===== config.mk =====
export PLATFORM = sky130hd
export DESIGN_NAME = hbridge_ctrl
export DESIGN_NICKNAME = d
export VERILOG_FILES = /design/src/rtl/motor_pkg.sv /design/src/rtl/sync2.sv /design/src/rtl/hbridge_ctrl.sv
export SDC_FILE = /design/constraint.sdc
export NUM_CORES = 1
export LEC_CHECK = 0
export ABC_AREA = 0
export ABC_CLOCK_PERIOD_IN_PS = 3900
export CAP_MARGIN = 20
export CORE_MARGIN = 5
export CORE_UTILIZATION = 60
export DETAILED_ROUTE_END_ITERATION = 8
export PLACE_DENSITY_LB_ADDON = 0.2
export SYNTH_ARGS = -nofsm -noshare
export SYNTH_HDL_FRONTEND = slang
export SYNTH_SLANG_ARGS = --single-unit
export TNS_END_PERCENT = 20

===== constraint.sdc =====
create_clock -name clk -period 3.9 [get_ports clk]
set_input_delay 0.39 -clock clk [delete_from_list [all_inputs] [get_ports clk]]
set_output_delay 0.39 -clock clk [all_outputs]
set_load 0.02 [all_outputs]

===== src/rtl/motor_pkg.sv =====
// H-bridge motor control shared types.
// State encoding and default timing constants.
package motor_pkg;

  typedef enum logic [2:0] {
    IDLE,
    RUN,
    DEAD,
    FAULT_WAIT,
    LOCKOUT
  } state_t;

  localparam logic [20:0] DEADTIME_CYC_DEF = 21'd100000;
  localparam logic [20:0] HOLDOFF_CYC_DEF  = 21'd1000000;
  localparam int          OCP_FILTER_DEF   = 4;
  localparam int          MAX_RETRIES_DEF  = 3;

endpackage


===== src/rtl/sync2.sv =====
// Two-flop synchronizer for asynchronous inputs.
// Both flops reset to RST_VAL.
module sync2 #(
  parameter logic RST_VAL = 1'b1
) (
  input  logic clk,
  input  logic reset,
  input  logic d,
  output logic q
);

  logic meta;

  // Shift the raw input through two flops.
  always_ff @(posedge clk) begin
    if (reset) begin
      meta <= RST_VAL;
      q    <= RST_VAL;
    end else begin
      meta <= d;
      q    <= meta;
    end
  end

endmodule


===== src/rtl/hbridge_ctrl.sv =====
// H-bridge direction/enable controller with dead-time,
// overcurrent filtering, retry hold-off and lockout.
module hbridge_ctrl
  import motor_pkg::*;
#(
  parameter logic [20:0] DEADTIME_CYC = DEADTIME_CYC_DEF,
  parameter logic [20:0] HOLDOFF_CYC  = HOLDOFF_CYC_DEF,
  parameter int          OCP_FILTER   = OCP_FILTER_DEF,
  parameter int          MAX_RETRIES  = MAX_RETRIES_DEF
) (
  input  logic clk,
  input  logic reset,
  input  logic pwm_in,
  input  logic enable,
  input  logic dir_req,
  input  logic ocp_n,
  output logic in1,
  output logic in2,
  output logic ena,
  output logic fault,
  output logic lockout
);

  localparam logic [3:0]  FILT_MAX  = 4'(OCP_FILTER - 1);
  localparam logic [2:0]  RETRY_LIM = 3'(MAX_RETRIES);
  localparam logic [20:0] DEAD_LOAD = DEADTIME_CYC - 21'd1;
  localparam logic [20:0] HOLD_LOAD = HOLDOFF_CYC - 21'd1;

  logic        dir_s;
  logic        ocp_s;
  logic [3:0]  filt;
  logic        fault_det;

  state_t      state;
  state_t      nxt_state;
  logic        dir_active;
  logic        nxt_dir;
  logic [20:0] timer;
  logic [20:0] nxt_timer;
  logic [2:0]  fault_cnt;
  logic [2:0]  nxt_fcnt;
  logic [2:0]  fault_inc;
  logic        nxt_run;

  sync2 #(.RST_VAL(1'b1)) u_sync_dir (
    .clk   (clk),
    .reset (reset),
    .d     (dir_req),
    .q     (dir_s)
  );

  sync2 #(.RST_VAL(1'b1)) u_sync_ocp (
    .clk   (clk),
    .reset (reset),
    .d     (ocp_n),
    .q     (ocp_s)
  );

  // Count consecutive low samples, holding at the trip value.
  always_ff @(posedge clk) begin
    if (reset) begin
      filt <= '0;
    end else if (ocp_s) begin
      filt <= '0;
    end else if (filt != FILT_MAX) begin
      filt <= filt + 4'd1;
    end
  end

  assign fault_det = !ocp_s && (filt == FILT_MAX);
  assign fault_inc = fault_cnt + 3'd1;
  assign nxt_run   = (nxt_state == RUN);

  // Next-state, timer, direction and retry-count decode.
  always_comb begin
    nxt_state = state;
    nxt_dir   = dir_active;
    nxt_timer = timer;
    nxt_fcnt  = fault_cnt;
    unique case (state)
      IDLE: begin
        if (enable) begin
          nxt_state = RUN;
          nxt_dir   = dir_s;
        end
      end
      RUN: begin
        if (!enable) begin
          nxt_state = IDLE;
        end else if (dir_s != dir_active) begin
          nxt_state = DEAD;
          nxt_timer = DEAD_LOAD;
        end
      end
      DEAD: begin
        if (!enable) begin
          nxt_state = IDLE;
        end else if (timer == '0) begin
          nxt_state = RUN;
          nxt_dir   = dir_s;
        end else begin
          nxt_timer = timer - 21'd1;
        end
      end
      FAULT_WAIT: begin
        if (timer == '0) begin
          nxt_state = enable ? RUN : IDLE;
          nxt_dir   = enable ? dir_s : dir_active;
        end else begin
          nxt_timer = timer - 21'd1;
        end
      end
      LOCKOUT: begin
        if (!enable) nxt_state = IDLE;
      end
      default: nxt_state = IDLE;
    endcase
    // Overcurrent wins over every other exit from RUN/DEAD.
    if (fault_det && (state == RUN || state == DEAD)) begin
      nxt_fcnt  = fault_inc;
      nxt_dir   = dir_active;
      nxt_timer = HOLD_LOAD;
      nxt_state = (fault_inc == RETRY_LIM) ? LOCKOUT : FAULT_WAIT;
    end
    if (nxt_state == IDLE) nxt_fcnt = '0;
  end

  // Register state and derive bridge pins from the next state.
  always_ff @(posedge clk) begin
    if (reset) begin
      state      <= IDLE;
      dir_active <= 1'b1;
      timer      <= '0;
      fault_cnt  <= '0;
      in1        <= 1'b0;
      in2        <= 1'b0;
      ena        <= 1'b0;
      fault      <= 1'b0;
      lockout    <= 1'b0;
    end else begin
      state      <= nxt_state;
      dir_active <= nxt_dir;
      timer      <= nxt_timer;
      fault_cnt  <= nxt_fcnt;
      in1        <= nxt_run && nxt_dir;
      in2        <= nxt_run && !nxt_dir;
      ena        <= nxt_run && pwm_in;
      fault      <= (nxt_state == FAULT_WAIT) ||
                    (nxt_state == LOCKOUT);
      lockout    <= (nxt_state == LOCKOUT);
    end
  end

endmodule

# Word-level counts from Yosys, hierarchy flattened
# Index checks and enable logic that the tools add are counted.
totals:
  in_bits: 6
  latch_bits: 0
  romBits: 0
  out_inout_bits: 5
  mem_bits_rw: 0
  mem_count: 0
  ff_bits: 41
op_classes:
  add_sub_neg: 3
  multipliers: 0
  reduce_logical: 19
  shifts: 0
  magnitude_cmp: 0
  mux: 23
  n_bitwise: 0
  div: 0
  eq_ne: 17
op_table:
  columns: ["op", "n"]
  rows:
  - ["21-bit two-way mux", 4]
  - ["21-bit one-hot mux with 3 select lines", 1]
  - ["3-bit two-way mux", 9]
  - ["21-bit zero test", 1]
  - ["21-bit by 1-bit subtractor with 21-bit output (second input constant)", 1]
  - ["20-bit two-way mux", 1]
  - ["3-bit one-hot mux with 5 select lines", 1]
  - ["3-bit by 2-bit == test with 1-bit output (second input constant)", 4]
  - ["3-bit by 2-bit inequality test with 1-bit output (second input constant)", 3]
  - ["4-bit AND reduction", 2]
  - ["3-bit by 1-bit == test with 1-bit output (second input constant)", 2]
  - ["3-bit == test (second input constant)", 2]
  - ["3-bit zero test", 2]
  - ["1-bit two-way mux", 6]
  - ["2-bit inequality test (second input constant)", 3]
  - ["2-bit OR reduction", 3]
  - ["1-bit logical AND", 5]
  - ["4-bit by 1-bit adder with 4-bit output (second input constant)", 1]
  - ["4-bit by 2-bit == test with 1-bit output (second input constant)", 1]
  - ["4-bit by 2-bit inequality test with 1-bit output (second input constant)", 1]
  - ["4-bit nonzero test", 1]
  - ["3-bit by 1-bit adder with 3-bit output (second input constant)", 1]
  - ["1-bit one-hot mux with 3 select lines", 1]
  - ["3-bit nonzero test", 1]
  - ["other kinds (3)", 5]

# Logic depth before layout (Yosys ltp)
# Gate-level depths: netlist (run 1).
depth:
  ltp_word: 7
  ltp_mapped: 9
  depth_no_buf: 8

# Hierarchy
# A second synthesis (run 1) with hierarchy kept.
unflattened:
  hier_cells: 263
  area_unflattened_um2: 2247.2
by_module_without_submodules:
  columns: ["module", "instances", "seq_area_each_um2", "area_each_um2", "cells_per_inst"]
  rows:
  - ["hbridge_ctrl", 1, 740.7, 2142.1, 255]
  - ["sync2", 2, 40.0, 52.6, 4]

# Least setup slack after synthesis (run 1)
# OpenSTA, ideal clock, no wires.
synth_path:
  path_kind: "register to register"
  from: "register filt[0]"
  to: "register timer[14]"
  slack_ns: 1.509
  stages_incl_launch_ff: 10
  period_less_slack_ns: 2.391
  t_arrival_ns: 2.295
  setup_time_ns: 0.095
  path_cell_list: "dfxtp_1 ha_1 or4b_1 buf_2 or2_1 o21ai_0 o32a_1 buf_4 o21ai_0 a221oi_1"
synth_between:
  elab_chain_cells: 5
  elab_cells_between_ends: 9
synth_rtl:
  columns: ["item", "line", "rtl"]
  rows:
  - ["from (decl)", "hbridge_ctrl.sv:31", "logic [3:0] filt;"]
  - ["from (signal assigned)", "hbridge_ctrl.sv:66", "filt <= filt + 4'd1;"]
  - ["4-bit by 2-bit == test with 1-bit output *", "hbridge_ctrl.sv:70", "assign fault_det = !ocp_s && (filt == FILT_MAX);"]
  - ["1-bit logical AND *", "hbridge_ctrl.sv:70", null]
  - ["1-bit logical AND *", "hbridge_ctrl.sv:119", "if (fault_det && (state == RUN || state == DEAD)) begin"]
  - ["3-bit by 2-bit inequality test with 1-bit output (no line) or 4-bit nonzero test (tied branches)", null, null]
  - ["4-bit AND reduction (no line)", null, null]
  - ["to (signal assigned)", "hbridge_ctrl.sv:143", "timer <= nxt_timer;"]
  - ["to (decl)", "hbridge_ctrl.sv:38", "logic [20:0] timer;"]
# Every way passes the cells marked *; elsewhere a longest branch is shown, timed or not.
# A chain may end at the register's enable or synchronous reset.

# Worst setup path after layout (run 1)
layout_path:
  from: "register timer[0]"
  to: "register in2"
layout_between:
  elab_chain_cells: 7
  elab_cells_between_ends: 14
layout_rtl:
  columns: ["item", "line", "rtl"]
  rows:
  - ["21-bit zero test *", "hbridge_ctrl.sv:98, hbridge_ctrl.sv:106", null]
  - ["3-bit two-way mux or 1-bit two-way mux (tied branches)", "hbridge_ctrl.sv:98", "end else if (timer == '0) begin"]
  - ["3-bit two-way mux or 1-bit two-way mux (tied branches)", "hbridge_ctrl.sv:96", "if (!enable) begin"]
  - ["3-bit one-hot mux with 5 select lines or 1-bit one-hot mux with 3 select lines (tied branches)", "hbridge_ctrl.sv:80", "unique case (state)"]
  - ["3-bit two-way mux or 1-bit two-way mux (tied branches)", "hbridge_ctrl.sv:119", null]
  - ["3-bit by 1-bit == test with 1-bit output or 1-bit zero test (tied branches)", "hbridge_ctrl.sv:72, hbridge_ctrl.sv:146", null]
  - ["1-bit logical AND *", "hbridge_ctrl.sv:146", "in2 <= nxt_run && !nxt_dir;"]
  - ["to (signal assigned)", "hbridge_ctrl.sv:146", null]
  - ["to (decl)", "hbridge_ctrl.sv:18", "output logic in2,"]
# Marks and branches as above.

==> impl_metrics.toml, run 1 <==
[floorplan]
die_width_um = 71.1
starting_density_pct = 61.7
num_io_pins = 11
total_die_area_mm2 = 0.00506
fp_rows = 22
core_region_area_mm2 = 0.00363
floorplan.die.height_um = 71.1

[route]
wl_um = 4780
ant_nets = 0
drc_errors = 0
first_pass_iters = 4
via_count_normalized_by_instance_count = 6.16
num_vias = 1978
drt_first_iter_violations = 188
wl_per_cell_um = 14.9

[sta]
worst-slew-pin-transition_ps = 693
slew_viol_final = 0
layout_setup_ws_ps = 957
setup_viol = 0
maxClockFrequency_mhz = 340
final_hold_viol_count = 0
worst_clock_skew_ps = 4.64
final_period_minus_worst_setup_slack_ps = 2940
totalNegativeSetupSlack_ps = 0
rsz_0062_raised_after_global_routing = "false"
finalCritPeriodShare_pct = 75.5
slew_headroom_pct = 53.4

[grt]
via_count_of_the_first_global_routing_pass = 1743
total_global_route_track_usage_pct = 20.1
grt_overflow_total = 0
grt_max_degree = 30
grt_antenna_before_repair = 0
global_route_wire_length_before_repair_um = 8220

[setup_path]
reg2reg_slack_ps = 960
r2r_end = "in2$_SDFF_PP0_"
regToRegStartpoint = "timer[0]$_SDFFE_PP0P_"
worst_setup_path_end_kind = "flip-flop"
critical_path_arrival_ps = 3160
critical_path.max_fanout = 13
critical_path_startpoint_category = "flip-flop"
worst_r2r_path_depth = 8
criticalPathCategory = "reg -> reg"
cp.required_ps = 4120

[clock_network]
clkLatencyLatePin_ps = 300
clk_transition_reported_paths_ps = 80
htree_num_levels = 2
cts_hold_repair.buffers = 0
max-clock-path-buffers = 2
clock_tree.root_cell = "clkbuf_8"
clock_sink_count = 41
postCtsSetupRepairBufs = 0
cts_tree = "yes"
cts_repair_resize_count = 0
total_clock_buffers_created_by_cts = 5

[finish]
diode_insertion_count_for_antenna_repair = 0
regArea_um2 = 821
filler_cell_count = 318
design.final.nets = 282
layout-drive-gt1-share_pct = 9.16
synthesis_to_layout_area_growth_pct = 9.27
multiInputGateArea_mm2 = 0.00130

[placement]
pre_cts_ws_ps = 1010
globalplace.congestion = 0.857
hpwlAfterDp_um = 3450
io_buffers = 10

[yosys]
yosys_warnings = 0
synth_area_per_cell_um2 = 8.33
ys.flop_type = "dfxtp_1"
synth_fp_nets = 279
yosysSeqAreaShare_pct = 36.6
ys_async_sr_fraction_pct = 0
synthesized_instance_count = 269
yosys_cell_types = 58
syn-cell-area_mm2 = 0.00224
synth.ff_latch_count = 41
post_synth_edffs = 0

[power_and_ir_drop]
power_density_mw_per_mm2 = 407
p_leak_nw = 0.826
irDropWorstVdd_mv = 0.299

[job]
drv.max_cap_violation_count = 0

[worst_hold_path]
hold_path.startpoint = "u_sync_ocp.meta$_SDFF_PP1_"
hold_depth = 1
holdCritPathClass = "reg -> reg"
hold-path-endpoint = "u_sync_ocp.q$_SDFF_PP1_"

[status]
status = "complete, no violations"
==> layout by cell type (no fill, tap or decap), types with 5 or more instances in the layout <==
master           count
dfxtp_1             41
nor2_1              24
nand2_1             23
o21ai_0             20
nor3_1              13
a21oi_1             12
inv_1               11
xnor2_1             11
a211oi_1            10
nor4_1              10
clkdlybuf4s50_1     10
nand3_1              6
clkbuf_8             5
==> worst max-delay path: stages, from the launching register on <==
cell and delay, ps:
dfxtp_1 330, inv_1 90, ha_1 160, or4b_2 650, or2b_1 350, nor3_4 540
o21ai_0 180, a32oi_1 300, nor4b_2 240
==> layout make-up <==
| type | count | share of cell area, % |
|---|---|---|
| timing repair buffer | 12 | 4.70 |
| multi-input combinational | 201 | 52.9 |
| sequential | 41 | 33.5 |
| inverter | 11 | 1.69 |
| tap | 48 | 2.45 |
| clock inverter | 3 | 1.89 |
| clock buffer | 5 | 2.81 |
==> synthesized netlist by cell type (all sizes together) (2+ instances only) <==
cell / n / area, um^2
ha: 4 / 50.1
or3: 4 / 26.3
a311oi: 2 / 17.5
clkbuf: 8 / 30.0
nor4b: 2 / 23.8
nor3b: 2 / 15.0
o41ai: 3 / 26.3
nand2b: 4 / 25.0
nor2b: 2 / 12.5
o31ai: 2 / 15.0
nand3: 6 / 30.0
dfxtp: 41 / 821
nor3: 14 / 81.3
or4: 4 / 37.5
buf: 8 / 52.6
a21oi: 14 / 77.6
xor2: 4 / 35.0
or4b: 2 / 20.0
nor4: 11 / 75.1
a211oi: 10 / 75.1
nand4: 2 / 12.5
a2111oi: 2 / 17.5
a221oi: 3 / 26.3
nor2: 24 / 90.1
o21ai: 21 / 109
xnor2: 11 / 96.3
a31oi: 3 / 18.8
inv: 11 / 41.3
or2: 5 / 31.3
and2: 2 / 12.5
nand2: 23 / 86.3
==> state kept, by name, summed over array words and instances, names as in the netlist <==
register	count
u_sync_ocp.meta	1
u_sync_ocp.q	1
timer	21
state	3
in1	1
u_sync_dir.meta	1
fault	1
ena	1
dir_active	1
fault_cnt	3
in2	1
u_sync_dir.q	1
filt	4
lockout	1
==> power by group <==
group          switching (W)  total (W)  internal [W]
logic               0.000135   0.000206     0.0000714
clock network       0.000152   0.000344      0.000191
registers          0.0000157   0.000448      0.000432
==> how the worst max path moves through the flow <==
stage | from | end | slack [ps] | cells past startpoint
final | timer[0]$_SDFFE_PP0P_ | in2$_SDFF_PP0_ | 960 | 8
after global routing | timer[0]$_SDFFE_PP0P_ | in2$_SDFF_PP0_ | 750 | 8
after CTS | timer[0]$_SDFFE_PP0P_ | in2$_SDFF_PP0_ | 970 | 8
after detailed placement | timer[0]$_SDFFE_PP0P_ | in2$_SDFF_PP0_ | 1010 | 8
after global placement | timer[0]$_SDFFE_PP0P_ | in2$_SDFF_PP0_ | 1090 | 8
after floorplan | filt[0]$_SDFFE_PP0P_ | timer[14]$_SDFFE_PP0P_ | 1510 | 9
==> metal layers <==
metal / wire (um) / GRT usage (%) / vias to the layer above
met2: 2110 / 30.5 / 51
met3: 259 / 4.69 / 4
met5: 0 / 0 / -
met1: 2380 / 28.9 / 927
met4: 29 / 4.59 / 0
li1: - / - / 996
==> kinds of logic after synthesis <==
family                     Yosys count  share of synthesized area [%]
and+or+nand+nor                    110                           27.0
xor gates and xnor gates            15                           5.86
DFF                                 41                           36.6
muxes                                1                          0.447
adders and majority gates            4                           2.23
buffers and inverters               27                           5.53
AOI/OAI and AO/OA                   71                           22.3
==> per-stage QoR <==
stage	hold slack (ps)	total power, W	cell area [um^2]	std cells	util, %
after global placement	392	0.000659	2330	313	64.2
after CTS	413	0.00100	2450	321	67.4
after detailed placement	394	0.000661	2330	313	64.2
final	412	0.000998	2450	321	67.4
after global routing	430	0.00105	2450	321	67.4
after floorplan	389	0.000624	2240	269	-
Note: power is estimated with default switching activity, not from simulation.
==> inputs of run 2 (changes only) <==
--- a/config.mk
+++ b/config.mk
@@ -6,10 +6,10 @@
 export NUM_CORES = 1
 export LEC_CHECK = 0
 export ABC_AREA = 0
-export ABC_CLOCK_PERIOD_IN_PS = 3900
+export ABC_CLOCK_PERIOD_IN_PS = 2900
 export CAP_MARGIN = 20
 export CORE_MARGIN = 5
-export CORE_UTILIZATION = 60
+export CORE_UTILIZATION = 59
 export DETAILED_ROUTE_END_ITERATION = 8
 export PLACE_DENSITY_LB_ADDON = 0.2
 export SYNTH_ARGS = -nofsm -noshare
==> constraint.sdc (replaced) <==
create_clock -name clk -period 2.9 [get_ports clk]
set_input_delay 0.29 -clock clk [delete_from_list [all_inputs] [get_ports clk]]
set_output_delay 0.29 -clock clk [all_outputs]
set_load 0.02 [all_outputs]
==> run 2 against run 1 <==
First-iteration DRC count is 3.7% higher; wire length decreased by 0.31%; design area rose by 1.3%; critical path depth is the same; largest power group unchanged; fmax up 8.9%; via count grew 0.40%; largest cell class unchanged.
==> impl_metrics.toml, run 2 (synthesis results as in run 1) <==
[clock_network]
clk_transition_reported_paths_ps = 70
max-clock-path-buffers = 2
clock_tree.root_cell = "clkbuf_8"
clkLatencyLatePin_ps = 300
cts_tree = "yes"
postCtsSetupRepairBufs = 0
total_clock_buffers_created_by_cts = 5
cts_repair_resize_count = 0
clock_sink_count = 41
htree_num_levels = 2
cts_hold_repair.buffers = 0

[grt]
grt_antenna_before_repair = 0
grt_max_degree = 34
grt_overflow_total = 0
via_count_of_the_first_global_routing_pass = 1828
global_route_wire_length_before_repair_um = 8360
total_global_route_track_usage_pct = 20.2

[placement]
hpwlAfterDp_um = 3430
pre_cts_ws_ps = 269
globalplace.congestion = 0.892
io_buffers = 10

[floorplan]
num_io_pins = 11
fp_rows = 22
core_region_area_mm2 = 0.00366
die_width_um = 71.6
floorplan.die.height_um = 71.6
starting_density_pct = 61.2
total_die_area_mm2 = 0.00513

[finish]
reg_top3 = "timer (21), filt (4)"
filler_cell_count = 307
layout_commonest_cell = "dfxtp_1"
mostFrequentLayoutCells = "dfxtp_1, nor2_1, nand2_1"
diode_insertion_count_for_antenna_repair = 0
max_flop_register = "timer"
synthesis_to_layout_area_growth_pct = 10.7
design.final.nets = 286
layout-drive-gt1-share_pct = 10.1
regArea_um2 = 821
largest_reg_flops = 21
multiInputGateArea_mm2 = 0.00130

[setup_path]
path_buf_inv = 1
critical_path_startpoint_category = "flip-flop"
largest_delay_share_family_worst_path = "simple AND/OR/NAND/NOR gates"
max_stage_delay_ps = 630
critical_path_arrival_ps = 2870
cp.required_ps = 3060
critical_path.max_fanout = 10
criticalPathCategory = "reg -> reg"
worst_setup_path_end_kind = "flip-flop"
cell_chain_of_the_critical_path = "inv_1 -> ha_1 -> or4b_2 -> and4b_1 -> a21oi_2 -> o21a_1 -> a211oi_1 -> a2111oi_0"
critical_path.slowest_cell = "or4b_2"

[route]
ant_nets = 0
wl_um = 4760
drt_first_iter_violations = 195
first_pass_iters = 5
num_vias = 1986
via_count_normalized_by_instance_count = 6.11
wl_per_cell_um = 14.6
drc_errors = 0

[sta]
rsz_0062_raised_after_global_routing = "false"
final_hold_viol_count = 0
worst-slew-pin-transition_ps = 616
totalNegativeSetupSlack_ps = 0
finalCritPeriodShare_pct = 93.2
final_period_minus_worst_setup_slack_ps = 2700
slew_headroom_pct = 58.5
layout_setup_ws_ps = 197
worst_clock_skew_ps = 4.16
maxClockFrequency_mhz = 370
setup_viol = 0
slew_viol_final = 0

[job]
drv.max_cap_violation_count = 0

[power_and_ir_drop]
power_density_mw_per_mm2 = 547
p_leak_nw = 0.849
irDropWorstVdd_mv = 0.483

[status]
status = "complete, no violations"

[worst_hold_path]
holdCritPathClass = "reg -> reg"
## run 2: cell count changes in the layout (fill, tap and decap cells not counted)
cell	change
buf_4	+4
clkbuf_8	+1
clkbuf_1	+1
clkinvlp_4	-1
clkinv_4	-1
## run 2: per-layer routing
| metal | share of wire [%] | vias up | track usage (%) | wire (um) |
|---|---|---|---|---|
| met5 | 0 | - | 0 | 0 |
| met2 | 43 | 74 | 29.2 | 2040 |
| met4 | 1.5 | 0 | 8.14 | 73 |
| li1 | - | 998 | - | - |
| met1 | 49 | 907 | 28.9 | 2320 |
| met3 | 6.8 | 7 | 4.91 | 326 |
## run 2: power by group
group / internal [W] / switching [W] / leakage, nW
registers: 0.000582 / 0.0000215 / 0.332
logic: 0.000106 / 0.000178 / 0.458
clock network: 0.000280 / 0.000190 / 0.0585
## run 2: final cells by class
type | count | share of cell area, %
clock buffers | 7 | 3.48
flip-flops and latches | 41 | 33.1
repair buffers | 16 | 5.85
clock inverters | 1 | 1.21
multi-input cells | 201 | 52.3
inverters | 11 | 1.66
well taps | 48 | 2.42
## run 2: final timing paths
check | endpoint | depth (start not counted) | from | slack [ps]
min reg2reg | u_sync_ocp.q$_SDFF_PP1_ | 1 | u_sync_ocp.meta$_SDFF_PP1_ | 410
min | u_sync_ocp.q$_SDFF_PP1_ | 1 | u_sync_ocp.meta$_SDFF_PP1_ | 410
max | fault_cnt[1]$_SDFFE_PP0P_ | 8 | timer[0]$_SDFFE_PP0P_ | 200
max reg2reg | fault_cnt[1]$_SDFFE_PP0P_ | 8 | timer[0]$_SDFFE_PP0P_ | 200
## run 2: per-stage QoR
stage / power [W] / hold slack (ps) / cell area [um^2] / util [%] / cells
final: 0.00136 / 409 / 2480 / 67.7 / 325
after global routing: 0.00143 / 431 / 2480 / 67.7 / 325
after CTS: 0.00136 / 411 / 2480 / 67.7 / 325
after detailed placement: 0.000893 / 394 / 2360 / 64.6 / 317
after global placement: 0.000893 / 391 / 2360 / 64.6 / 317
after floorplan: 0.000839 / 389 / 2240 / - / 269
